### src/rtl/calc_pkg.sv
// Shared types and defaults for the calculator input front end.
// Holds the debounce state encoding and the default timing/width parameters.
package calc_pkg;

    typedef enum logic [1:0] {
        IDLE         = 2'd0,
        PRESS_WAIT   = 2'd1,
        HELD         = 2'd2,
        RELEASE_WAIT = 2'd3
    } debounce_state_t;

    // 1 ms of stability at a 50 MHz board clock.
    localparam int DEBOUNCE_CYCLES_DEFAULT = 50000;
    localparam int SW_WIDTH_DEFAULT        = 12;

    // Wide enough to hold DEBOUNCE_CYCLES itself, so the compare value always fits.
    function automatic int counter_width(input int cycles);
        return $clog2(cycles + 1);
    endfunction

endpackage

### src/rtl/calc_debounce.sv
// One push-button conditioner: two-flop synchronizer, four-state debounce FSM,
// saturating stability counter, debounced level and a single-cycle press strobe.
module calc_debounce
    import calc_pkg::*;
#(
    parameter int DEBOUNCE_CYCLES = DEBOUNCE_CYCLES_DEFAULT
) (
    input  logic clock,
    input  logic reset_n,
    input  logic raw,
    output logic level,
    output logic pulse
);

    localparam int                CNT_W    = counter_width(DEBOUNCE_CYCLES);
    localparam logic [CNT_W-1:0]  CNT_LAST = CNT_W'(DEBOUNCE_CYCLES - 1);

    logic            sync_meta;
    logic            sync_out;
    debounce_state_t state;
    debounce_state_t state_next;
    logic [CNT_W-1:0] count;
    logic [CNT_W-1:0] count_next;
    logic            pulse_next;

    always_ff @(posedge clock or negedge reset_n) begin
        if (!reset_n) begin
            sync_meta <= 1'b0;
            sync_out  <= 1'b0;
        end else begin
            sync_meta <= raw;
            sync_out  <= sync_meta;
        end
    end

    // The counter only advances while below CNT_LAST, so it saturates there.
    always_comb begin
        state_next = state;
        count_next = count;
        pulse_next = 1'b0;
        case (state)
            IDLE: begin
                if (sync_out) begin
                    state_next = PRESS_WAIT;
                    count_next = '0;
                end
            end
            PRESS_WAIT: begin
                if (!sync_out) begin
                    state_next = IDLE;
                end else if (count == CNT_LAST) begin
                    state_next = HELD;
                    pulse_next = 1'b1;
                end else begin
                    count_next = count + 1'b1;
                end
            end
            HELD: begin
                if (!sync_out) begin
                    state_next = RELEASE_WAIT;
                    count_next = '0;
                end
            end
            RELEASE_WAIT: begin
                if (sync_out) begin
                    state_next = HELD;
                end else if (count == CNT_LAST) begin
                    state_next = IDLE;
                end else begin
                    count_next = count + 1'b1;
                end
            end
            default: begin
                state_next = IDLE;
                count_next = '0;
            end
        endcase
    end

    always_ff @(posedge clock or negedge reset_n) begin
        if (!reset_n) begin
            state <= IDLE;
            count <= '0;
            pulse <= 1'b0;
        end else begin
            state <= state_next;
            count <= count_next;
            pulse <= pulse_next;
        end
    end

    // A bounce back out of RELEASE_WAIT keeps the level high.
    assign level = (state == HELD) || (state == RELEASE_WAIT);

endmodule

### src/rtl/calc_input_frontend.sv
// Calculator input front end: debounced Enter/Clear buttons plus a switch
// snapshot (operand in [7:0], opcode in [11:8]) taken on each accepted Enter.
module calc_input_frontend
    import calc_pkg::*;
#(
    parameter int DEBOUNCE_CYCLES = DEBOUNCE_CYCLES_DEFAULT,
    parameter int SW_WIDTH        = SW_WIDTH_DEFAULT
) (
    input  logic                clock,
    input  logic                reset_n,
    input  logic                EnterRaw,
    input  logic                ClearRaw,
    input  logic [SW_WIDTH-1:0] SwitchsRaw,
    output logic                Enter,
    output logic                Clear,
    output logic                EnterPulse,
    output logic                ClearPulse,
    output logic [SW_WIDTH-1:0] Switchs,
    output logic                SnapshotValid
);

    logic                enter_pulse_raw;
    logic                clear_pulse_raw;
    logic [SW_WIDTH-1:0] sw_meta;
    logic [SW_WIDTH-1:0] sw_sync;

    calc_debounce #(
        .DEBOUNCE_CYCLES(DEBOUNCE_CYCLES)
    ) enter_debounce (
        .clock  (clock),
        .reset_n(reset_n),
        .raw    (EnterRaw),
        .level  (Enter),
        .pulse  (enter_pulse_raw)
    );

    calc_debounce #(
        .DEBOUNCE_CYCLES(DEBOUNCE_CYCLES)
    ) clear_debounce (
        .clock  (clock),
        .reset_n(reset_n),
        .raw    (ClearRaw),
        .level  (Clear),
        .pulse  (clear_pulse_raw)
    );

    // Clear has priority: a coincident Enter press is discarded entirely.
    assign ClearPulse = clear_pulse_raw;
    assign EnterPulse = enter_pulse_raw & ~clear_pulse_raw;

    always_ff @(posedge clock or negedge reset_n) begin
        if (!reset_n) begin
            sw_meta <= '0;
            sw_sync <= '0;
        end else begin
            sw_meta <= SwitchsRaw;
            sw_sync <= sw_meta;
        end
    end

    always_ff @(posedge clock or negedge reset_n) begin
        if (!reset_n) begin
            Switchs       <= '0;
            SnapshotValid <= 1'b0;
        end else if (ClearPulse) begin
            SnapshotValid <= 1'b0;
        end else if (EnterPulse) begin
            Switchs       <= sw_sync;
            SnapshotValid <= 1'b1;
        end
    end

endmodule
### config.mk
export PLATFORM = sky130hd
export DESIGN_NAME = calc_input_frontend
export DESIGN_NICKNAME = d
export VERILOG_FILES = /design/src/rtl/calc_pkg.sv /design/src/rtl/calc_debounce.sv /design/src/rtl/calc_input_frontend.sv
export SDC_FILE = /design/constraint.sdc
export NUM_CORES = 1
export LEC_CHECK = 0
export BUFFER_PORTS_ARGS = -buffer_cell sky130_fd_sc_hd__buf_2
export CAP_MARGIN = 20
export CELL_PAD_IN_SITES_DETAIL_PLACEMENT = 0
export CELL_PAD_IN_SITES_GLOBAL_PLACEMENT = 1
export CORE_ASPECT_RATIO = 0.8
export CORE_UTILIZATION = 50
export DETAILED_ROUTE_END_ITERATION = 8
export HOLD_SLACK_MARGIN = 0.12
export PLACE_DENSITY = 0.85
export SKIP_LAST_GASP = 1
export SLEW_MARGIN = 20
export SYNTH_ARGS = -nofsm -noshare
export SYNTH_HDL_FRONTEND = slang
export SYNTH_SLANG_ARGS = --single-unit
### constraint.sdc
create_clock -name clock -period 4.9 [get_ports clock]
set_input_delay 0.98 -clock clock [delete_from_list [all_inputs] [get_ports clock]]
set_output_delay 0.98 -clock clock [all_outputs]
set_load 0.02 [all_outputs]
# Word level (Yosys, flattened, before mapping)
# Cells that the tools add are included.
word_totals:
  regBits: 79
  inputBits: 16
op_classes:
  n_reduce_logical: 10
  n_eq_ne: 20
  n_mux: 34
  add_sub_neg: 2
  bitwise_logic: 2
op_table:
  columns: ["cell", "n"]
  rows:
  - ["$mux W16", 10]
  - ["$pmux W16 S4", 2]
  - ["$add A16 B1 Y16 const B", 2]
  - ["$eq A16 B16 Y1 const B", 2]
  - ["$mux W2", 12]
  - ["$pmux W2 S4", 2]
  - ["$reduce_and A4 Y1", 4]
  - ["$eq A2 B2 Y1 const B", 4]
  - ["$mux W1", 8]
  - ["$ne A2 B1 Y1 const B", 4]
  - ["$ne A2 B2 Y1 const B", 4]
  - ["$ne A3 B1 Y1 const B", 2]
  - ["$ne A3 B3 Y1 const B", 2]
  - ["$eq A2 B1 Y1 const B", 2]
  - ["$logic_not A2 Y1", 2]
  - ["$logic_or A1 B1 Y1", 2]
  - ["$reduce_and A2 Y1", 1]
  - ["$reduce_bool A2 Y1", 1]
  - ["$and A1 B1 Y1", 1]
  - ["$not A1 Y1", 1]

# Longest topological paths before layout
logic_depth:
  ltp_word: 4
  ltp_mapped: 6

# By module
# From an unflattened synthesis, not the netlist that was laid out.
unflattened:
  hier_cells: 287
  area_unflattened_um2: 3355.7
by_module_without_submodules:
  columns: ["module", "seq_area_each_um2", "cells_per_inst", "instances", "area_per_inst_um2"]
  rows:
  - ["calc_debounce", 525.5, 117, 2, 1109.8]
  - ["calc_input_frontend", 925.9, 53, 1, 1136.1]

# Worst setup path after synthesis
# Ideal clock, no wire load.
synth_timing:
  kind: "reg-to-output"
  start: "register clear_debounce.pulse"
  end: "output EnterPulse"
  setup_slack_ps: 2733
  path_buffers: 1
  t_required_ps: 3920
  path_stages_with_launch: 3
  arrival_ps: 1187
  cell_sequence: "dfrtp_1 > nor2b_1 > clkbuf_1"
synth_via:
  elab_chain_cells: 2
synth_lines:
  columns: ["item", "line", "text"]
  rows:
  - ["start, declared", "calc_debounce.sv:12", "output logic pulse"]
  - ["start signal, assigned", "calc_debounce.sv:88", "pulse <= pulse_next;"]
  - ["$not A1 Y1 (no source line)", null, null]
  - ["$and A1 B1 Y1", "calc_input_frontend.sv:49", "assign EnterPulse = enter_pulse_raw & ~clear_pulse_raw;"]
  - ["end, declared", "calc_input_frontend.sv:16", "output logic EnterPulse,"]
# No other way between the ends.

# Worst setup path in the final report
# Same ends and word-level chain as after synthesis.

==> metrics.md <==
| Metric | Value |
|---|---|
| Setup bufs post-CTS | 0 |
| Clock Sinks | 79 |
| Register area share after synthesis | 58.50% |
| Critical path type | register to output port |
| Post-CTS Hold Buffers | 0 |
| Die Y | 75.54 microns |
| Final std cells w/o fill | 409 |
| Post-synth EDFFs | 0 |
| Number of placement rows | 26 |
| CTS tree | done |
| Hold_ws | 0.3551 ns |
| # resized after CTS | 0 |
| Fraction of layout cells with a size suffix above 1 | 22.77% |
| Hpwl dp | 4340 microns |
| Synth area leader | dfrtp_1 |
| Max Cap Viol | 0 |
| Dpl ws | 2.785 ns |
| Root buffer cell | clkbuf_8 |
| Wirelength per Cell | 16.38 microns |
| DIE AREA | 7094 sq um |
| GR peak layer | met1 |
| 1st-iter DRT viols | 179 |
| GR Layer Usage met3 | 6.088% |
| Area share of the largest cell type after synthesis | 58.50% |
| Synthesized Nets | 308 |
| Yosys cell types | 51 |
| CP Launch Type | register |
| Unrepaired setup endpoints after global routing | false |
| Synth top area cells | dfrtp_1 58%, mux2_2 4.7%, nand2_1 3.0% |
| Minimum clock period | 2.266 ns |
| Antenna Nets Post-Route | 0 |
| Clock skew | 0.01184 ns |
| Crit path capture type | output port |
| Pre-antenna DRT Iters | 4 |
| I/O pins | 33 |
| Final Hold Fails | 0 |
| Result of the run | finished, final reports clean |
| Initial cell density of the core | 52.47% |
| DR DRC count | 0 |
| Final core occ | 58.76% |
| Total power | 1.270 mW |
| Max Slew Vio Count | 0 |
| Area growth syn-to-layout | 12.00% |
| Grt total ovfl | 0 |
| Final net count | 338 |
| WP data arrival | 1.29 ns |
| CTS Buf Count | 9 |
| Synthesized area per cell | 11.65 sq um |
| Worst Tran Pin Value | 0.9673 ns |
| Mapped Cells | 290 |
| Final wirelength | 6701 microns |
| Final Cell Area | 3785 sq um |
| Largest net degree at the start of global routing | 80 |
| Worst Path Max Fanout | 13 |
| Setup TNS | 0 ns |
| CTS clk-pin slew, worst paths | 0.09 ns |
| Vias/cell | 5.829 |
| Met1 GRT Util | 29.88% |
| # port buffers | 32 |
| Slew Limit Headroom | 35.51% |
| Final worst path period share | 46.24% |
| Netlist Area Pre-Place | 3379 sq um |
| Final setup vio count | 0 |
| Worst stage delay on the critical path | 0.41 ns |
| Met2 GRT Util | 29.52% |
| Die W | 93.92 microns |
| Slowest cell on the critical path | dfrtp_1 |
| Worst-path cell chain | nor2b_1 > buf_4 > buf_2 |
| Seq cells post-synth | 79 |
| GRT Total Usage | 20.80% |
| Via count | 2384 |
| Highest Clock Rate | 0.4414 GHz |
| Placed cell areas | 3577 sq um |
| Worst EP required | 3.92 ns |
| Antenna cells | 0 |
| Power density cells | 335.7 nW/um^2 |
| VDD IR-drop max | 151.7 uV |
| Hold Path Class | register to register |
| Placer Congestion | 0.8492 |
| Yosys warnings | 0 |
| H-tree level count | 3 |
| P_leak | 1.712 nW |
| First-pass GRT wire length | 10940 microns |
| Vias in the first global route | 2224 |
| Main synth FF type | dfrtp_1 |
| Dpl cells | 393 |
| Final WS setup | 2.634 ns |
| Ys async rst share | 100.0% |
| Initial antenna violation count | 0 |
| CTS max path bufs | 2 |
| Clock latency on the worst-skew pair | 0.35 ns |
| Core region area | 6441 sq um |
## worst paths after layout
kind / slack [ns] / from / to / cells after the start
min: 0.36 / sw_meta[5] / sw_sync[5] / 0
max reg2reg: 2.80 / clear_debounce.count[0] / clear_debounce.count[14] / 5
max in group asynchronous: 3.50 / reset_n / enter_debounce.count[0] / 1
min reg2reg: 0.36 / sw_meta[5] / sw_sync[5] / 0
min in group asynchronous: 0.77 / reset_n / sw_meta[10] / 1
max: 2.63 / clear_debounce.pulse / EnterPulse / 3
## logic make-up after synthesis
family	share of synthesized area, %
DFF	58.50
AOI/OAI and AO/OA	11.66
buffers and inverters	3.406
and+or+nand+nor	18.73
adders and majority gates	0.7403
muxes	6.442
xor gates and xnor gates	0.5184
## registers in the layout, indices dropped and copies added (netlist names), 12 cells and up, named ones only
| register | flops |
|---|---|
| clear_debounce.count | 16 |
| enter_debounce.count | 16 |
| Switchs | 12 |
| sw_meta | 12 |
| sw_sync | 12 |
## placed cells by master (no fill, tap or decap), drive strengths merged, types with 4 or more instances in the layout
master	instances
o211ai	11
mux2	14
inv	11
nor3	4
or4	11
o21ai	18
nand2b	4
nand3	20
clkbuf	9
nand2	27
a21oi	5
buf	35
mux2i	6
or3	5
dfrtp	79
nor2	10
and4	4
o41ai	4
nand4	5
o311ai	6
## layer usage
layer / wire [microns] / up-vias
met3: 379 / 8
met5: 0 / -
met1: 3383 / 1156
li1: - / 1145
met2: 2839 / 75
met4: 98 / 0
## where the power goes
part | total (mW) | internal, mW | switching (mW)
registers | 0.707 | 0.677 | 0.0298
logic | 0.0582 | 0.0219 | 0.0363
clock network | 0.505 | 0.246 | 0.259
## Yosys cell counts (2+ instances only)
cell type / number
o2bb2ai_1: 3
nand3_1: 20
a21oi_1: 5
o311ai_0: 6
o21ai_0: 18
clkbuf_1: 10
nand2_1: 27
buf_6: 2
nor4b_1: 2
or3_1: 5
nand4_1: 4
mux2_2: 14
o31ai_1: 2
nor4_1: 2
nor2_1: 10
nand2b_1: 4
buf_2: 2
and4_2: 2
nand4b_1: 2
xnor2_1: 2
mux2i_1: 6
inv_1: 6
or4_1: 10
and3_1: 2
o41ai_1: 4
and4_1: 2
o21a_1: 2
ha_1: 2
nor3_1: 4
dfrtp_1: 79
o211ai_1: 11
## critical path: cells and delay by family, from the launching register on
kind | cells | cell delay (ns)
DFF | 1 | 0.41
and+or+nand+nor | 1 | 0.12
buffers and inverters | 2 | 0.41
## final cells by class
type / count / area (sq um)
Fill cell: 553 / 2656
Sequential cell: 79 / 1977
Multi-Input combinational cell: 189 / 1287
Timing Repair Buffer: 35 / 185.2
Clock buffer: 9 / 123.9
Tap cell: 84 / 105.1
Clock inverter: 7 / 83.83
Inverter: 6 / 22.52
(Power assumes the default switching activity.)
